===== config.mk =====
export PLATFORM = sky130hd
export DESIGN_NAME = uart_rx_unit
export DESIGN_NICKNAME = d
export VERILOG_FILES = /design/src/rtl/uart_pkg.sv /design/src/rtl/uart_baud_tick.sv /design/src/rtl/uart_rx_unit.sv
export SDC_FILE = /design/constraint.sdc
export NUM_CORES = 1
export LEC_CHECK = 0
export CORE_ASPECT_RATIO = 0.6
export CORE_UTILIZATION = 40
export CTS_BUF_LIST = sky130_fd_sc_hd__clkbuf_8
export DETAILED_ROUTE_END_ITERATION = 8
export GPL_TIMING_DRIVEN = 1
export PLACE_DENSITY_LB_ADDON = 0.08
export SLEW_MARGIN = 15
export SYNTH_ARGS = -nofsm -noshare
export SYNTH_HDL_FRONTEND = slang
export SYNTH_HIERARCHICAL = 1
export SYNTH_SLANG_ARGS = --single-unit

===== constraint.sdc =====
create_clock -name clock -period 2.2 [get_ports clock]
set_input_delay 0.66 -clock clock [delete_from_list [all_inputs] [get_ports clock]]
set_output_delay 0.66 -clock clock [all_outputs]
set_load 0.005 [all_outputs]

===== src/rtl/uart_pkg.sv =====
// Shared UART definitions: receiver FSM encoding and frame/oversampling constants.
package uart_pkg;

    typedef enum logic [2:0] {
        ST_IDLE,
        ST_START,
        ST_DATA,
        ST_PARITY,
        ST_STOP,
        ST_BREAK
    } rx_state_t;

    localparam int UART_OVERSAMPLE   = 16;
    localparam int UART_SAMPLE_POINT = 7;
    localparam int UART_DATA_BITS    = 8;

    // Clocks per oversample tick, rounded to nearest.
    function automatic int unsigned baud_div(input int unsigned clk_hz, input int unsigned baud);
        return (clk_hz + baud * (UART_OVERSAMPLE / 2)) / (baud * UART_OVERSAMPLE);
    endfunction

endpackage


===== src/rtl/uart_baud_tick.sv =====
// Oversample tick generator: divides the clock by DIV, restartable so a bit
// period can be aligned to the detected start edge. Shared with the transmitter.
module uart_baud_tick #(
    parameter int unsigned DIV = 1
) (
    input  logic clock,
    input  logic reset_in,
    input  logic restart,
    output logic tick
);

    localparam int unsigned CW = (DIV > 1) ? $clog2(DIV) : 1;

    logic [CW-1:0] cnt;
    logic          wrap;

    assign wrap = (cnt == CW'(DIV - 1));

    always_ff @(posedge clock or negedge reset_in) begin
        if (!reset_in)
            cnt <= '0;
        else if (restart || wrap)
            cnt <= '0;
        else
            cnt <= cnt + CW'(1);
    end

    assign tick = wrap && !restart;

endmodule


===== src/rtl/uart_rx_unit.sv =====
// 16x-oversampled UART receiver with one-entry valid/ready holding register.
// Define UART_RX_PARITY_EN for 8-E-1 frames; otherwise 8-N-1 and parity_err is 0.
module uart_rx_unit
    import uart_pkg::*;
#(
    parameter int unsigned CLK_HZ = 50_000_000,
    parameter int unsigned BAUD   = 115_200,
    parameter int unsigned DIV    = baud_div(CLK_HZ, BAUD)
) (
    input  logic       clock,
    input  logic       reset_in,
    input  logic       UART_RX,
    output logic [7:0] rx_data,
    output logic       rx_valid,
    input  logic       rx_ready,
    output logic       frame_err,
    output logic       overrun,
    output logic       parity_err,
    output logic       busy
);

    logic       rx_meta, rx_s;
    logic       tick, restart, sample;
    rx_state_t  state, state_nxt;
    logic [3:0] os, os_nxt;
    logic [2:0] bit_idx, bit_idx_nxt;
    logic [7:0] shreg, shreg_nxt;
    logic       deliver, fe;
`ifdef UART_RX_PARITY_EN
    logic       par_bad, par_bad_nxt;
`endif

    // Both flops reset high so reset never looks like a start edge.
    always_ff @(posedge clock or negedge reset_in) begin
        if (!reset_in) begin
            rx_meta <= 1'b1;
            rx_s    <= 1'b1;
        end else begin
            rx_meta <= UART_RX;
            rx_s    <= rx_meta;
        end
    end

    uart_baud_tick #(.DIV(DIV)) u_tick (
        .clock    (clock),
        .reset_in (reset_in),
        .restart  (restart),
        .tick     (tick)
    );

    assign sample = tick && (os == 4'(UART_SAMPLE_POINT));

    always_ff @(posedge clock or negedge reset_in) begin
        if (!reset_in) begin
            state   <= ST_IDLE;
            os      <= '0;
            bit_idx <= '0;
            shreg   <= '0;
`ifdef UART_RX_PARITY_EN
            par_bad <= 1'b0;
`endif
        end else begin
            state   <= state_nxt;
            os      <= os_nxt;
            bit_idx <= bit_idx_nxt;
            shreg   <= shreg_nxt;
`ifdef UART_RX_PARITY_EN
            par_bad <= par_bad_nxt;
`endif
        end
    end

    // os free-runs after the start edge, so every centre falls 16 ticks apart.
    always_comb begin
        state_nxt   = state;
        os_nxt      = tick ? os + 4'd1 : os;
        bit_idx_nxt = bit_idx;
        shreg_nxt   = shreg;
        restart     = 1'b0;
        deliver     = 1'b0;
        fe          = 1'b0;
`ifdef UART_RX_PARITY_EN
        par_bad_nxt = par_bad;
`endif
        case (state)
            ST_IDLE: begin
                os_nxt = '0;
                if (!rx_s) begin
                    state_nxt = ST_START;
                    restart   = 1'b1;
`ifdef UART_RX_PARITY_EN
                    par_bad_nxt = 1'b0;
`endif
                end
            end
            ST_START: begin
                if (sample) begin
                    state_nxt   = rx_s ? ST_IDLE : ST_DATA;
                    bit_idx_nxt = '0;
                end
            end
            ST_DATA: begin
                if (sample) begin
                    shreg_nxt = {rx_s, shreg[7:1]};
                    if (bit_idx == 3'(UART_DATA_BITS - 1))
`ifdef UART_RX_PARITY_EN
                        state_nxt = ST_PARITY;
`else
                        state_nxt = ST_STOP;
`endif
                    else
                        bit_idx_nxt = bit_idx + 3'd1;
                end
            end
`ifdef UART_RX_PARITY_EN
            ST_PARITY: begin
                if (sample) begin
                    par_bad_nxt = rx_s ^ (^shreg);
                    state_nxt   = ST_STOP;
                end
            end
`endif
            ST_STOP: begin
                if (sample) begin
                    if (rx_s) begin
                        deliver   = 1'b1;
                        state_nxt = ST_IDLE;
                    end else begin
                        fe        = 1'b1;
                        state_nxt = ST_BREAK;
                    end
                end
            end
            ST_BREAK: begin
                if (rx_s)
                    state_nxt = ST_IDLE;
            end
            default: state_nxt = ST_IDLE;
        endcase
    end

    assign busy = (state != ST_IDLE);

    // A consumer taking the old byte in the delivery cycle frees the slot.
    always_ff @(posedge clock or negedge reset_in) begin
        if (!reset_in) begin
            rx_data   <= '0;
            rx_valid  <= 1'b0;
            frame_err <= 1'b0;
            overrun   <= 1'b0;
        end else begin
            frame_err <= fe;
            overrun   <= 1'b0;
            if (deliver) begin
                if (!rx_valid || rx_ready) begin
                    rx_data  <= shreg;
                    rx_valid <= 1'b1;
                end else begin
                    overrun  <= 1'b1;
                end
            end else if (rx_valid && rx_ready) begin
                rx_valid <= 1'b0;
            end
        end
    end

`ifdef UART_RX_PARITY_EN
    always_ff @(posedge clock or negedge reset_in) begin
        if (!reset_in)
            parity_err <= 1'b0;
        else
            parity_err <= deliver && (!rx_valid || rx_ready) && par_bad;
    end
`else
    assign parity_err = 1'b0;
`endif

endmodule


==> run summary, run 1 <==
======================================================================================
Share of synthesized area occupied by flip-flops and latches                     0.536
Average wire per standard cell                                                 14.3 µm
Final hold violation count                                                           0
Clock slew at the register clock pins of the worst setup and hold paths          70 ps
Length of the first detailed-routing pass in iterations                              4
Worst setup path startpoint                                               state[2]$_DFFE_PN0P_
Area share of the largest cell type after synthesis                              0.505
Highest-delay cell along the critical path                                     dfrtp_2
Worst-case clock buffer depth                                                        2
Final worst clock skew                                                         3.81 ps
Global placer's final weighted congestion                                        0.814
Avg Inst Size Synth                                                           12.9 µm²
Max-cap violations                                                                   0
Compound-cell area share of the yosys netlist                                   0.0646
Register bit total from synthesis                                                   36
Category of the worst setup path capture point                            primary output
Mapped Cells                                                                       131
Bufs and invs on worst path                                                          2
Share of layout cells above drive strength 1                                     0.279
Number of global-route vias before repair                                         1033
Launch instance of the worst min-delay path                               rx_meta$_DFF_PN1_
Post-synthesis instance area                                               0.00169 mm²
Dominant combinational cell family by area after synthesis                simple AND/OR/NAND/NOR gates
P&R area growth vs syn                                                           19.7%
Number of top-level design ports                                                    17
Placed Instances                                                                   203
Library cell with the highest instance count after synthesis                   dfrtp_1
N_diodes                                                                             0
Number of cells in the finished layout apart from fillers                          211
Worst r2r src                                                             u_tick/cnt[0]$_DFF_PN0_
Remaining global-route overflow                                                      0
Number of hold-repair buffers added at the cts stage                                 0
Dominant synthesized flop cell                                                 dfrtp_1
Worst IR Drop VDD                                                               378 µV
Floorplan core area                                                        0.00385 mm²
Adder-cell share of the synthesized area                                        0.0371
Total of endpoints with negative setup slack in the final report                     0
Hold/Removal Path Class                                                        reg2reg
Required time reported for the critical path endpoint                          1540 ps
Global-route wire length before repair                                         5.14 mm
Largest fanout on the critical path                                                  7
Critical path class                                                            reg2out
Die Outline Area                                                           0.00449 mm²
Parity-gate share of the synthesized area counting xor and xnor cells           0.0208
Initial detailed-routing violation count                                            34
Static leakage power                                                       0.000934 µW
Largest stage delay on the critical path                                        470 ps
Routed vias                                                                       1052
Number of synthesized flops with an enable pin                                       0
HPWL after detailed placement                                                  2.14 mm
TritonCTS clock tree                                                             built
Average vias per placed instance                                                  4.99
Most numerous cell types in the synthesized netlist                       dfrtp_1 (34), nor2_1 (10), mux2_2 (8), mux2_4 (8)
Initial cell density of the core                                                 0.438
Highest Clock Rate                                                             473 MHz
Setup TNS                                                                         0 ps
Power per cell area                                                         591 mW/mm²
Largest area contributor in the synthesized netlist                            dfrtp_1
Post-route fraction of the period consumed by the critical path                  0.961
Clock Root Buffer                                                             clkbuf_8
Area share of and/or/nand/nor cells after synthesis                              0.160
Number of clock sinks seen by CTS                                                   36
Number of nets with antenna violations after detailed routing                        0
Synth top area cells                                                      dfrtp_1 (50%), mux2_4 (7.1%), mux2_2 (5.3%)
Run status                                                                finished clean
Clock latency on the worst-skew pair                                            280 ps
Data arrival time of the critical path                                         1450 ps
Crit path max-delay family                                                buffers and inverters
Synthesis Warnings                                                                   6
CTS H-tree depth                                                                     2
Clock period minus worst slack                                                 2110 ps
Critical-path cell list                                                   nor3_4, inv_1, clkdlybuf4s50_1
Synthesized net count                                                              140
Final net count                                                                    163
Pre-CTS setup slack                                                             108 ps
Antenna violations before repair                                                     0
Nature of the critical path startpoint                                       flip-flop
Share of flip-flops with an asynchronous set or reset after synthesis             1.00
DR DRC count                                                                         0
Count of unique library cells instantiated by Yosys                                 38
Floorplan row count                                                                 17
Number of max-slew violations in the final report                                    0
Fraction of synthesized area in multiplexers                                     0.131
Height of the die                                                              52.3 µm
Number of I/O port buffers                                                          15
Wire length after detailed routing                                             3.01 mm
Pin count of the biggest net entering global routing                                37
GR Util All Layers                                                               0.155
Worst-case setup margin in the final layout                                    85.5 ps
Die width                                                                      85.8 µm
Setup repair after global routing missed its margin                                 no
CTS Buf Count                                                                        5
======================================================================================
[kinds of logic after synthesis]
family          Yosys count
simple gates             41
flops                    36
mux                      17
compound gates           15
buf+inv                  12
fa+ha+maj                 5
xor+xnor                  4
other cells               1
[layer usage]
| metal | vias up | global-route usage | wire length [µm] |
|---|---|---|---|
| met1 | 531 | 0.241 | 1720 |
| li1 | 504 | - | - |
| met5 | - | 0 | 0 |
| met3 | 0 | 0.0535 | 106 |
| met2 | 17 | 0.203 | 1190 |
| met4 | 0 | 0.0333 | 0 |
[metrics by stage]
step	cell area [µm²]	power [µW]	utilization	hold WS [ps]
finish	2020	1190	0.524	358
global route	2020	1230	0.524	369
CTS	2010	1200	0.523	358
detailed placement	1910	702	0.496	349
global placement	1910	701	0.496	350
floorplan	1700	682	-	345
[final cells by class]
| type | instances | area (µm²) |
|---|---|---|
| Fill cell | 344 | 1830 |
| Sequential cell | 36 | 905 |
| Multi-Input combinational cell | 83 | 716 |
| Timing Repair Buffer | 23 | 210 |
| Clock buffer | 7 | 96.3 |
| Tap cell | 57 | 71.3 |
| Inverter | 5 | 18.8 |
[state kept, by name, indices dropped and copies added, names as in the netlist]
signal	count
rx_data	8
u_tick/cnt	5
frame_err	1
bit_idx	3
rx_meta	1
os	4
state	3
shreg	8
rx_valid	1
overrun	1
rx_s	1
[worst paths after layout]
check / endpoint / slack, ps / cells after the start
max: busy / 90 / 3
min: rx_s$_DFF_PN1_ / 360 / 0
max reg2reg: shreg[6]$_DFFE_PN0P_ / 130 / 7
min reg2reg: rx_s$_DFF_PN1_ / 360 / 0
max in group asynchronous: rx_s$_DFF_PN1_ / 1060 / 2
min in group asynchronous: u_tick/cnt[1]$_DFF_PN0_ / 800 / 2
[worst register-to-register path, delay by kind of cell (launching register included)]
kind	cells	cell delay, ps
adder cells (fa/ha/maj)	1	130
buffers and inverters	1	60
multiplexers	1	320
flip-flops	1	380
AND/OR/NAND/NOR	4	1070
[power breakdown]
group / total [µW] / internal (µW) / switching [µW]
combinational: 20.4 / 6.74 / 13.7
sequential: 668 / 665 / 2.55
clock: 504 / 279 / 225
total: 1190 / 951 / 241
[what timing repair did]
action / CTS / global route
endpoints found under the hold margin: 0 / 0
pin swaps: 1 / 0
setup endpoints to repair: 1 / 5
gates resized for setup: 0 / 2
setup buffers: 1 / 0
[cells in the final DEF (no fill, tap or decap), drive strengths merged]
cell           Yosys  routed
conb               1       1
nand3              2       2
ha                 5       5
and3               1       1
nand4              2       2
a32o               1       1
nand4b             1       1
dfrtp             34      34
a21oi              3       3
mux2              16      16
and4b              2       2
nand2b             1       1
buf                6       8
nor3               5       5
and4               3       3
a221o              3       3
clkdlybuf4s50      0      15
dfstp              2       2
o21bai             2       2
xnor2              2       2
a221oi             1       1
or4                1       1
clkbuf             1       7
nand2              3       3
nor3b              1       1
xor2               2       2
nor2              10      10
nor2b              4       4
mux2i              1       1
inv                5       5
o21ai              3       3
a21o               2       2
nor4               2       2
and2               3       3
Power figures use the tool's default switching activity.
==> inputs of run 2 (changes only) <==
Settings changed: PLACE_DENSITY from default to 0.69, PLACE_DENSITY_LB_ADDON 0.08 to default.
==> run 2 against run 1 <==
Against the previous run:
- via count rose by 3.4%
- hold slack lost 0.59 ps
- clock power rose by 13%
- highest routed layer unchanged
- sequential share of layout area is 0.42 points lower
- combinational power about the same
- fmax about the same
- register-to-register slack about the same
- utilization increased by 0.42 points
- largest power group unchanged
- power grew 5.6%
- non-clock buffer count rose by 1
==> run summary, run 2 (synthesis results as in run 1) <==
======================================================================================
CTS Buf Count                                                                        5   unchanged
Core occupancy in the finished layout                                            0.528   +0.00423
Largest stage delay on the critical path                                        450 ps   -20 ps
Routed vias                                                                       1088   +3.4%
Pin count of the biggest net entering global routing                                37   unchanged
Critical-path cell list                                                   nor3_4, inv_1, clkdlybuf4s50_1
Critical path class                                                            reg2out
Number of top-level design ports                                                    17   unchanged
Worst-case setup margin in the final layout                                    83.7 ps   -1.84 ps
Final worst clock skew                                                         4.62 ps   +0.809 ps
CTS H-tree depth                                                                     2   unchanged
Pre-CTS setup slack                                                             167 ps   +59.4 ps
Remaining global-route overflow                                                      0   unchanged
Placed Instances                                                                   204   +0.49%
Static leakage power                                                       0.000952 µW   +1.9%
Combinational share of power                                                     0.016   about the same
N_diodes                                                                             0   unchanged
Floorplan core area                                                        0.00385 mm²   unchanged
TritonCTS clock tree                                                             built
Clock latency on the worst-skew pair                                            290 ps   about the same
Number of cells in the finished layout apart from fillers                          213   +0.95%
Wire length after detailed routing                                             3.05 mm   +1.4%
Most common library cell in the layout ignoring fill and taps                  dfrtp_1
Final net count                                                                    164   +0.61%
Number of global-route vias before repair                                         1050   +1.6%
Clock period minus worst slack                                                 2120 ps   +1.84 ps
Clock slew at the register clock pins of the worst setup and hold paths          70 ps   about the same
Data arrival time of the critical path                                         1460 ps   about the same
Initial detailed-routing violation count                                            47   +38%
Number of max-slew violations in the final report                                    0   unchanged
Required time reported for the critical path endpoint                          1540 ps   about the same
Setup TNS                                                                         0 ps   unchanged
Net switching fraction of the power                                              0.203   about the same
Hold/Removal Path Class                                                        reg2reg
Global placer's final weighted congestion                                        0.714   -12%
Die width                                                                      85.8 µm   unchanged
Total of endpoints with negative setup slack in the final report                     0   unchanged
Number of nets with antenna violations after detailed routing                        0   unchanged
Average wire per standard cell                                                 14.3 µm   +0.41%
Post-route fraction of the period consumed by the critical path                  0.962   about the same
Internal Power                                                                 1000 µW   +5.5%
HPWL after detailed placement                                                  2.18 mm   +1.8%
Clock Root Buffer                                                             clkbuf_8
Nature of the critical path startpoint                                       flip-flop
Floorplan row count                                                                 17   unchanged
Length of the first detailed-routing pass in iterations                              4   unchanged
Number of I/O port buffers                                                          15   unchanged
Worst IR Drop VDD                                                               313 µV   -17%
Power per cell area                                                         619 mW/mm²   +4.7%
Height of the die                                                              52.3 µm   unchanged
Final hold violation count                                                           0   unchanged
Net Switching                                                                   255 µW   +5.7%
Highest-delay cell along the critical path                                clkdlybuf4s50_1
Setup repair after global routing missed its margin                                 no
Highest Clock Rate                                                             473 MHz   about the same
P&R area growth vs syn                                                           20.6%
Initial cell density of the core                                                 0.438   unchanged
Crit path max-delay family                                                buffers and inverters
Worst-case clock buffer depth                                                        2   unchanged
Category of the worst setup path capture point                            primary output
Number of resized instances in the post-cts repair step                              0   unchanged
Number of hold-repair buffers added at the cts stage                                 0   unchanged
Relative contribution of sequential cells to total power                         0.531   -0.029
Die Outline Area                                                           0.00449 mm²   unchanged
Run status                                                                finished clean
GR Util All Layers                                                               0.158   +0.00299
Number of setup buffers added after CTS                                              1   unchanged
Share of layout cells above drive strength 1                                     0.269   -0.00999
Average vias per placed instance                                                  5.11   +2.5%
Registers with the highest flip-flop counts                               rx_data x8, shreg x8, u_tick/cnt x5
Max-cap violations                                                                   0   unchanged
Antenna violations before repair                                                     0   unchanged
Global-route wire length before repair                                         5.18 mm   +0.68%
Part of the power in the clock network                                           0.453   +0.030
Leading cell types in the layout, fill and taps excluded                  dfrtp_1 (34), clkdlybuf4s50_1 (15), nor2_1 (9), buf_4 (9)
Largest fanout on the critical path                                                  2   -5
Bufs and invs on worst path                                                          2   unchanged
Number of clock sinks seen by CTS                                                   36   unchanged
DR DRC count                                                                         0   unchanged
======================================================================================
[run 2: worst paths after layout]
kind | start | to | slack (ps) | cells after the start
min reg2reg | rx_meta$_DFF_PN1_ | rx_s$_DFF_PN1_ | 360 | 0
max | state[0]$_DFFE_PN0P_ | busy | 80 | 3
min | rx_meta$_DFF_PN1_ | rx_s$_DFF_PN1_ | 360 | 0
max reg2reg | u_tick/cnt[0]$_DFF_PN0_ | bit_idx[1]$_DFFE_PN0P_ | 140 | 8
min in group asynchronous | reset_in | u_tick/cnt[3]$_DFF_PN0_ | 770 | 2
max in group asynchronous | reset_in | rx_meta$_DFF_PN1_ | 1060 | 2
[run 2: metrics by stage]
stage	hold WS, ps	area (µm²)	total power [µW]
after floorplan	345	1700	682
after global routing	361	2030	1310
after detailed placement	349	1920	702
after CTS	359	2030	1270
final	357	2030	1260
after global placement	347	1920	701
[run 2: area by class of cell]
| type | instances | area [µm²] |
|---|---|---|
| inverter | 5 | 18.8 |
| timing repair buffer | 24 | 218 |
| clock buffer | 5 | 68.8 |
| sequential | 36 | 903 |
| multi-input combinational | 83 | 714 |
| clock inverter | 3 | 38.8 |
| tap | 57 | 71.3 |
| fill | 331 | 1820 |
[run 2: power by group through the flow]
| stage | registers (µW) | clock network (µW) | logic, µW |
|---|---|---|---|
| floorplan | 679 | 0 | 3.03 |
| global placement | 680 | 0 | 21.0 |
| detailed placement | 680 | 0 | 21.7 |
| CTS | 667 | 581 | 21.9 |
| global route | 668 | 614 | 24.1 |
| finish | 668 | 570 | 20.4 |
[run 2: metal layers]
metal / vias to the layer above / routed length, µm / GRT usage
met5: - / 0 / 0
met4: 0 / 0 / 0.0500
met3: 0 / 96 / 0.0520
met2: 16 / 1410 / 0.244
met1: 563 / 1550 / 0.213
li1: 509 / - / -
==> inputs of run 3 (changes only) <==
Settings changed: SETUP_SLACK_MARGIN from default to 0.2.
==> run 3 against run 2 <==
Against the previous run:
- wire length grew 3.8%
- non-clock buffer count grew 2
- first-iteration DRC count grew 2.1%
- power shrank 8.3%
- clock skew grew 1.6 ps
- setup slack gained 130 ps
- largest power group unchanged
- die area is the same
- sequential share of layout area shrank 0.43 points
- clock power shrank 18%
- highest routed layer is now met4
- via count shrank 0.46%
- critical path depth grew 5
- cell count grew 0.94%
==> run summary, run 3 (synthesis results as in run 1) <==
======================================================================================
Clock latency on the worst-skew pair                                            290 ps   about the same
Largest fanout on the critical path                                                  8   +6
TritonCTS clock tree                                                             built
Required time reported for the critical path endpoint                          2370 ps   +830 ps
Routed length on met3                                                           100 µm   +4.2%
Crit path max-delay family                                                simple AND/OR/NAND/NOR gates
Routed vias                                                                       1083   -0.46%
Routed wl met2                                                                 1.40 mm   -0.43%
Global placer's final weighted congestion                                        0.808   +13%
Wire length after detailed routing                                             3.17 mm   +3.8%
Average wire per standard cell                                                 14.7 µm   +2.8%
Worst r2r src                                                             u_tick/cnt[0]$_DFF_PN0_
Number of filler instances in the final layout                                     334   +0.91%
Hold-critical path endpoint                                               rx_s$_DFF_PN1_
Die width                                                                      85.8 µm   unchanged
Area of the multi-input gates                                                  737 µm²   +3.2%
Most common library cell in the layout ignoring fill and taps                  dfrtp_1
N_diodes                                                                             0   unchanged
Highest-delay cell along the critical path                                     dfrtp_1
Setup repair after global routing missed its margin                                yes
Reg-to-reg setup timing slack                                                   220 ps   +80 ps
Critical path class                                                            reg2reg
P&R area growth vs syn                                                           21.8%
Nature of the critical path startpoint                                       flip-flop
Floorplan row count                                                                 17   unchanged
Uppermost signal routing layer after detailed routing                             met4
GR Util All Layers                                                               0.165   +0.00637
Length of the first detailed-routing pass in iterations                              4   unchanged
Height of the die                                                              52.3 µm   unchanged
Number of clock sinks seen by CTS                                                   36   unchanged
HPWL after detailed placement                                                  2.12 mm   -2.7%
Hold/Removal Path Class                                                        reg2reg
Final net count                                                                    166   +1.2%
Global-route wire length before repair                                         5.35 mm   +3.5%
Worst IR Drop VDD                                                               372 µV   +19%
Number of I/O port buffers                                                          15   unchanged
Initial cell density of the core                                                 0.438   unchanged
CTS Buf Count                                                                        5   unchanged
Clock period minus worst slack                                                 1980 ps   -132 ps
Core occupancy in the finished layout                                            0.533   +0.00520
Launch instance of the worst min-delay path                               rx_meta$_DFF_PN1_
Die Outline Area                                                           0.00449 mm²   unchanged
Critical-path cell list                                                   inv_1, ha_1, and4b_1, nor2b_4, and4b_1, buf_6, nand4_4, mux2_4
Registers with the highest flip-flop counts                               rx_data x8, shreg x8, u_tick/cnt x5
Pin count of the biggest net entering global routing                                37   unchanged
Antenna violations before repair                                                     0   unchanged
Data arrival time of the critical path                                         2160 ps   +700 ps
Category of the worst setup path capture point                               flip-flop
Cell count along the critical path                                                   8   +5
Remaining global-route overflow                                                      0   unchanged
Highest Clock Rate                                                             504 MHz   +6.7%
Initial detailed-routing violation count                                            48   +2.1%
Largest stage delay on the critical path                                        390 ps   -60 ps
Power per cell area                                                         562 mW/mm²   -9.2%
Final hold slack                                                                357 ps   +0.0260 ps
Worst-case clock buffer depth                                                        2   unchanged
Clock slew at the register clock pins of the worst setup and hold paths          70 ps   about the same
Average vias per placed instance                                                  5.04   -1.4%
Share of layout cells above drive strength 1                                     0.310   +0.0409
Final hold violation count                                                           0   unchanged
M1 WL                                                                          1.64 mm   +6.1%
Cell depth of the worst hold path                                                    0   unchanged
Post-route fraction of the period consumed by the critical path                  0.902   -0.0600
Max-cap violations                                                                   0   unchanged
Run status                                                                finished clean
Total of endpoints with negative setup slack in the final report                     0   unchanged
CTS H-tree depth                                                                     2   unchanged
Floorplan core area                                                        0.00385 mm²   unchanged
Number of top-level design ports                                                    17   unchanged
Library cell appearing most often on the critical path                         and4b_1
Leading cell types in the layout, fill and taps excluded                  dfrtp_1 (34), clkdlybuf4s50_1 (14), buf_4 (10), mux2_4 (9), nor2_1 (8)
Bufs and invs on worst path                                                          2   unchanged
Number of global-route vias before repair                                         1097   +4.5%
Logic depth of the worst register-to-register path                                   8   unchanged
Clock Root Buffer                                                             clkbuf_8
Static leakage power                                                       0.000949 µW   -0.32%
Number of nets with antenna violations after detailed routing                        0   unchanged
Setup TNS                                                                         0 ps   unchanged
Register area                                                                  903 µm²   unchanged
Number of max-slew violations in the final report                                    0   unchanged
DR DRC count                                                                         0   unchanged
Final worst clock skew                                                         6.23 ps   +1.61 ps
RR Endpoint                                                               rx_data[3]$_DFFE_PN0P_
======================================================================================
## run 3: area by class of cell
type | instances | share of cell area
clock inverters | 3 | 0.00914
clock buffers | 5 | 0.0335
well taps | 57 | 0.0347
repair buffers | 26 | 0.115
multi-input cells | 83 | 0.359
flip-flops and latches | 36 | 0.440
inverters | 5 | 0.00914
## run 3: worst max-delay path by stage
stage | from | endpoint | slack (ps)
6_report | u_tick/cnt[0]$_DFF_PN0_ | rx_data[3]$_DFFE_PN0P_ | 220
5_1_grt | u_tick/cnt[0]$_DFF_PN0_ | rx_data[3]$_DFFE_PN0P_ | 130
4_1_cts | u_tick/cnt[0]$_DFF_PN0_ | rx_data[6]$_DFFE_PN0P_ | 240
3_5_place_dp | rx_ready | rx_data[6]$_DFFE_PN0P_ | 170
3_3_place_gp | rx_ready | rx_data[6]$_DFFE_PN0P_ | 230
2_1_floorplan | u_tick/cnt[0]$_DFF_PN0_ | shreg[0]$_DFFE_PN0P_ | 50
## run 3: repair_timing
action,in CTS,in global routing
resized for setup,1,4
buffers inserted,4,0
hold buffers,0,0
endpoints found under the setup margin,7,13
pin swaps,1,0
## run 3: worst reg2reg max path, delay by kind of cell, from the launching register on
kind	cells	cell delay [ps]
simple gates	4	800
flops	1	390
mux	1	350
buf+inv	2	190
fa+ha+maj	1	130
## run 3: through the flow
stage	worst slack [ps]	instance area [µm²]	instances	total power (µW)
global route	131	2050	215	1200
global placement	232	1920	203	701
finish	216	2050	215	1150
detailed placement	172	1920	203	702
CTS	245	2040	215	1170
floorplan	46.0	1720	131	683
## run 3: per-layer routing
metal / up-vias / GRT usage
met4: 0 / 0.0667
li1: 514 / -
met2: 16 / 0.235
met1: 550 / 0.231
met5: - / 0
met3: 3 / 0.0535
## run 3: report_power, final
group          leakage (µW)  internal (µW)  switching (µW)
registers          0.000471            665            3.05
logic              0.000430           6.76            13.6
clock network     0.0000479            221             245
